===== src/rtl/keymask_collector.sv =====
`default_nettype none
// ============================================================================
// Module   : keymask_collector
// Purpose  : Folds a stream of USB HID keyboard usage codes (one code per
//            beat, report framed by key_last) into the 8-bit action mask used
//            by the keycode mapper. The mask is published only at report
//            boundaries; rollover and over-long reports are discarded.
// Ports    : Clk        - system clock
//            Reset      - asynchronous, active-high reset
//            key_valid  - key_code/key_last carry a beat this cycle
//            key_code   - HID usage code [7:0]
//            key_last   - final beat of the current report
//            keycode    - published action mask [7:0]
//            report_stb - one-cycle pulse when keycode is updated
//            report_err - one-cycle pulse when a report is discarded
// Config   : KEYMASK_TIMEOUT_EN - when defined, keycode is forced to 0x00
//            after TIMEOUT_CYCLES cycles without a key_last beat.
// Revision : 1.0 - initial release
// ============================================================================
module keymask_collector #(
   parameter int MAX_KEYS       = 6,
   parameter int TIMEOUT_CYCLES = 50_000_000
) (
   input  logic       Clk,
   input  logic       Reset,
   input  logic       key_valid,
   input  logic [7:0] key_code,
   input  logic       key_last,
   output logic [7:0] keycode,
   output logic       report_stb,
   output logic       report_err
);

   localparam int             CNT_W   = $clog2(MAX_KEYS + 1) + 1;
   localparam logic [CNT_W-1:0] CNT_LIM = CNT_W'(MAX_KEYS);
   localparam logic [CNT_W-1:0] CNT_MAX = '1;

   typedef enum logic [0:0] {
      S_COLLECT = 1'b0,
      S_DISCARD = 1'b1
   } state_t;

   // A zero or negative timeout makes no sense; nothing is built for it.
   if (TIMEOUT_CYCLES < 1) begin : g_bad_timeout
   end

   state_t           state_q;
   logic [7:0]       acc_q;
   logic [7:0]       acc_d;
   logic [CNT_W-1:0] cnt_q;
   logic [CNT_W-1:0] cnt_d;
   logic [7:0]       keycode_q;
   logic             stb_q;
   logic             err_q;

   logic [7:0]       w_bit;
   logic             w_nz;
   logic             w_err;
   logic             w_last_beat;
   logic             w_timeout;

   // Usage code to action-mask bit; unlisted codes map to nothing.
   always_comb begin
      w_bit = 8'h00;
      case (key_code)
         8'h28:   w_bit = 8'h80; // Enter
         8'h52:   w_bit = 8'h40; // Up
         8'h50:   w_bit = 8'h20; // Left
         8'h4F:   w_bit = 8'h10; // Right
         8'h1A:   w_bit = 8'h04; // W
         8'h04:   w_bit = 8'h02; // A
         8'h07:   w_bit = 8'h01; // D
         default: w_bit = 8'h00;
      endcase
   end

   assign w_nz        = (key_code != 8'h00);
   assign w_last_beat = key_valid & key_last;
   assign acc_d       = acc_q | w_bit;
   assign cnt_d       = (cnt_q == CNT_MAX) ? cnt_q : cnt_q + CNT_W'(1);

   // Counting this code would push the report past MAX_KEYS, or the host
   // signalled ErrorRollOver.
   assign w_err = (key_code == 8'h01) || (w_nz && (cnt_q >= CNT_LIM));

`ifdef KEYMASK_TIMEOUT_EN
   localparam int              TMO_W    = $clog2(TIMEOUT_CYCLES + 1);
   localparam logic [TMO_W-1:0] TMO_MAX  = TMO_W'(TIMEOUT_CYCLES);
   localparam logic [TMO_W-1:0] TMO_FIRE = TMO_W'(TIMEOUT_CYCLES - 1);

   logic [TMO_W-1:0] tmo_q;
   logic [TMO_W-1:0] tmo_d;

   assign tmo_d = w_last_beat       ? '0 :
                  (tmo_q == TMO_MAX) ? tmo_q : tmo_q + TMO_W'(1);

   // Fires once, on the edge where the counter reaches TIMEOUT_CYCLES;
   // it then sits saturated so a later report is not wiped again.
   assign w_timeout = !w_last_beat && (tmo_q == TMO_FIRE);

   always_ff @(posedge Clk or posedge Reset) begin
      if (Reset) begin
         tmo_q <= '0;
      end else begin
         tmo_q <= tmo_d;
      end
   end
`else
   assign w_timeout = 1'b0;
`endif

   always_ff @(posedge Clk or posedge Reset) begin
      if (Reset) begin
         state_q   <= S_COLLECT;
         acc_q     <= 8'h00;
         cnt_q     <= '0;
         keycode_q <= 8'h00;
         stb_q     <= 1'b0;
         err_q     <= 1'b0;
      end else begin
         stb_q <= 1'b0;
         err_q <= 1'b0;
         if (w_timeout) begin
            // Stalled link: release every action without a report strobe.
            keycode_q <= 8'h00;
            acc_q     <= 8'h00;
            cnt_q     <= '0;
            state_q   <= S_COLLECT;
         end else if (key_valid) begin
            case (state_q)
               S_COLLECT: begin
                  if (w_err) begin
                     acc_q <= 8'h00;
                     cnt_q <= '0;
                     if (key_last) begin
                        err_q <= 1'b1;
                     end else begin
                        state_q <= S_DISCARD;
                     end
                  end else if (key_last) begin
                     keycode_q <= acc_d;
                     stb_q     <= 1'b1;
                     acc_q     <= 8'h00;
                     cnt_q     <= '0;
                  end else begin
                     acc_q <= acc_d;
                     if (w_nz) begin
                        cnt_q <= cnt_d;
                     end
                  end
               end
               S_DISCARD: begin
                  if (key_last) begin
                     err_q   <= 1'b1;
                     state_q <= S_COLLECT;
                  end
               end
               default: state_q <= S_COLLECT;
            endcase
         end
      end
   end

   assign keycode    = keycode_q;
   assign report_stb = stb_q;
   assign report_err = err_q;

endmodule
`default_nettype wire

===== config.mk =====
export PLATFORM = sky130hd
export DESIGN_NAME = keymask_collector
export DESIGN_NICKNAME = d
export VERILOG_FILES = /design/src/rtl/keymask_collector.sv
export SDC_FILE = /design/constraint.sdc
export NUM_CORES = 1
export LEC_CHECK = 0
export ABC_AREA = 0
export BUFFER_PORTS_ARGS = -buffer_cell sky130_fd_sc_hd__buf_4
export CAP_MARGIN = 10
export CORE_MARGIN = 4
export CORE_UTILIZATION = 50
export DETAILED_ROUTE_END_ITERATION = 10
export HOLD_SLACK_MARGIN = 0.08
export PLACE_DENSITY = 0.74
export SETUP_SLACK_MARGIN = 0.05
export SLEW_MARGIN = 5
export SYNTH_ARGS = -nofsm -noshare
export SYNTH_HDL_FRONTEND = slang
export SYNTH_SLANG_ARGS = --single-unit

===== constraint.sdc =====
create_clock -name Clk -period 2.7 [get_ports Clk]
set_input_delay 0.135 -clock Clk [delete_from_list [all_inputs] [get_ports Clk]]
set_output_delay 0.135 -clock Clk [all_outputs]
set_load 0.01 [all_outputs]

==> metrics.yaml <==
setup_tns_ns: 0
std_cell_rows: 16
internal-power_uw: 423
finClkSkew_ns: 0.00253
clock_path_buffers: 2
dieWidth_um: 54.7
yosysUniqueCellTypes: 35
critPathMaxStageDelay_ns: 0.56
p_leak_nw: 0.607
clock.fmax_mhz: 483
drt_iter0_markers: 15
cts_tree: "built"
vias: 902
path_buf_inv: 1
portBuffers: 20
layout_min_cycle_time_ns: 2.07
pwr-share-comb: 0.161
core_area_sq_um: 2020
grt_pass1_wl_um: 3930
firstDrtPassIters: 4
path_clk_slew_ns: 0.12
yosysWarningCount: 0
start_util: 0.539
drc: 0
finalCritPeriodShare: 0.767
yosysMostFrequentCell: "dfrtp_1"
cp_slowest_cell: "a211oi_4"
yosysSeqAreaShare: 0.482
synth_edf_count: 0
wirelength_um: 2300
worst_pin_slew_ns: 0.796
cp.required_ns: 2.93
yosys_register_bits: 21
cts_sinks: 21
async_flop_share: 1.00
finalHoldViolCount: 0
cp_top_family: "compound AO/OA/AOI/OAI gates"
htreeDepth: 1
hold_class: "in -> reg"
end_kind: "register"
ctsResizeCount: 0
drv_cap: 0
hpwl_um: 1680
dieArea_sq_um: 2990
path_class: "reg -> reg"
area_growth_pct: 19.2
grt_max_degree: 22
setup_violations: 0
outcome: "complete, no violations"
vias_per_cell: 5.57
ant_nets: 0
post-place-cells: 157
num_io_pins: 22
hold_depth: 3
synth_top_cell_by_area: "dfrtp_1"
grt.total_usage: 0.188
crit_path_max_fanout: 8
relSlewSlack: 0.469
r2r_slack_ns: 0.63
antenna_found_initial: 0
swShare: 0.281
ir_worst_vdd_mv: 0.302
seqCellArea_sq_um: 526
powerDensity_nw_per_um2: 453
synthCells: 113
synth_flop_cell: "dfrtp_1"
grt_setup_unrepaired: "false"
ff2ff_path_depth: 6
synth_top_cell_area_share: 0.482
clk-insertion-delay-late_ns: 0.31
synth.avg_cell_area_sq_um: 9.64
dpl_cell_area_sq_um: 1260
cp.arrival_ns: 2.30
cts-root-buf: "clkbuf_4"
startpoint_type: "register"
final_cells: 162
crit_chain: "inv_1 > ha_1 > o21a_1 > a211o_1 > a211oi_4 > mux2i_1"
grt_pass1_vias: 916
detail_route.wl_per_cell_um: 14.2
synth_nets: 127
gp_congestion: 0.807
synth.area.top_cells: "dfrtp_1, mux2i_1, nor2_1, a21oi_1, inv_1"
layout-drive-gt1-share: 0.237
hold_end: "state_q"
ys_top_cells_by_count: "dfrtp_1, nor2_1, a21oi_1, inv_1, mux2i_1"
switchingPower_uw: 165
min_from: "key_valid"
nets: 150
grt.overflow.total: 0
multiInputGateArea_sq_um: 507
numCtsBuffers: 3
maxSlewViolCount: 0
p_seq_frac: 0.573
fillers: 182
r2r_end: "keycode[2]"
r2r-start: "cnt_q[0]"
die_h_um: 54.7
n_antenna_cell: 0
final_area_sq_um: 1300
clkPwrFrac: 0.266
synth_area_sq_um: 1090
[state kept, by name, indices dropped and copies added, names as in the netlist]
signal	count
cnt_q	4
acc_q	7
report_err	1
state_q	1
keycode	7
report_stb	1
[placed cells by master, fill, tap and decap left out, types with 4 or more instances in the layout]
cell / Yosys / routed
a21oi_1: 10 / 10
nor2_1: 16 / 16
dfrtp_1: 21 / 21
buf_4: 1 / 21
inv_1: 10 / 10
a31oi_1: 4 / 4
mux2i_1: 7 / 7
nor3_1: 6 / 6
[final cells by class]
class | count | area share
clock buffer | 3 | 0.0173
clock inverter | 1 | 0.00385
inverter | 10 | 0.0289
multi-input combinational | 78 | 0.390
sequential | 21 | 0.405
tap | 27 | 0.0260
timing repair buffer | 22 | 0.129
[power groups by stage]
stage | combinational [mW] | sequential (mW) | clock [mW]
finish | 0.0947 | 0.337 | 0.156
global route | 0.107 | 0.339 | 0.177
CTS | 0.0955 | 0.337 | 0.160
detailed placement | 0.0939 | 0.343 | 0
global placement | 0.0924 | 0.343 | 0
floorplan | 0.0553 | 0.342 | 0
[worst max-delay path by stage]
stage	cells past startpoint	endpoint	from
global placement	5	keycode[6]	key_code[3]
detailed placement	5	keycode[7]	key_code[3]
global route	6	keycode[4]	cnt_q[0]
floorplan	5	keycode[0]	key_code[3]
CTS	6	keycode[2]	cnt_q[0]
finish	6	keycode[2]	cnt_q[0]
[worst register-to-register path: cells and delay by family, from the launching register on]
family                   cells  cell delay, ns
AO/OA/AOI/OAI                3            1.07
flip-flops                   1            0.40
multiplexers                 1            0.27
adder cells (fa/ha/maj)      1            0.19
buffers and inverters        1            0.07
[stage by stage]
stage	setup slack, ns	total power, mW	util	hold WS, ns
global placement	0.556	0.435	0.624	0.328
CTS	0.615	0.593	0.642	0.110
detailed placement	0.488	0.436	0.624	0.334
finish	0.629	0.588	0.642	0.118
global route	0.526	0.622	0.642	0.115
floorplan	0.810	0.398	-	0.112
[cell families (layout without fill, tap and decap cells)]
family,count (synthesis),after routing,synth area share
buf+inv,14,36,0.0528
flops,21,21,0.482
compound gates,24,24,0.147
simple gates,44,44,0.227
fa+ha+maj,2,2,0.0230
mux,7,7,0.0643
other cells,1,1,0.00344
[what timing repair did]
action                    4_1_cts  5_1_grt
setup buffers                   0        0
hold buffers                    1        0
hold endpoints to repair       21        0
[metal layers]
layer / track usage / up-vias / routed length (um)
met5: 0 / - / 0
met3: 0.0463 / 8 / 138
li1: - / 448 / -
met4: 0.0871 / 0 / 50
met1: 0.226 / 413 / 1020
met2: 0.313 / 33 / 1090
(Power assumes the default switching activity.)
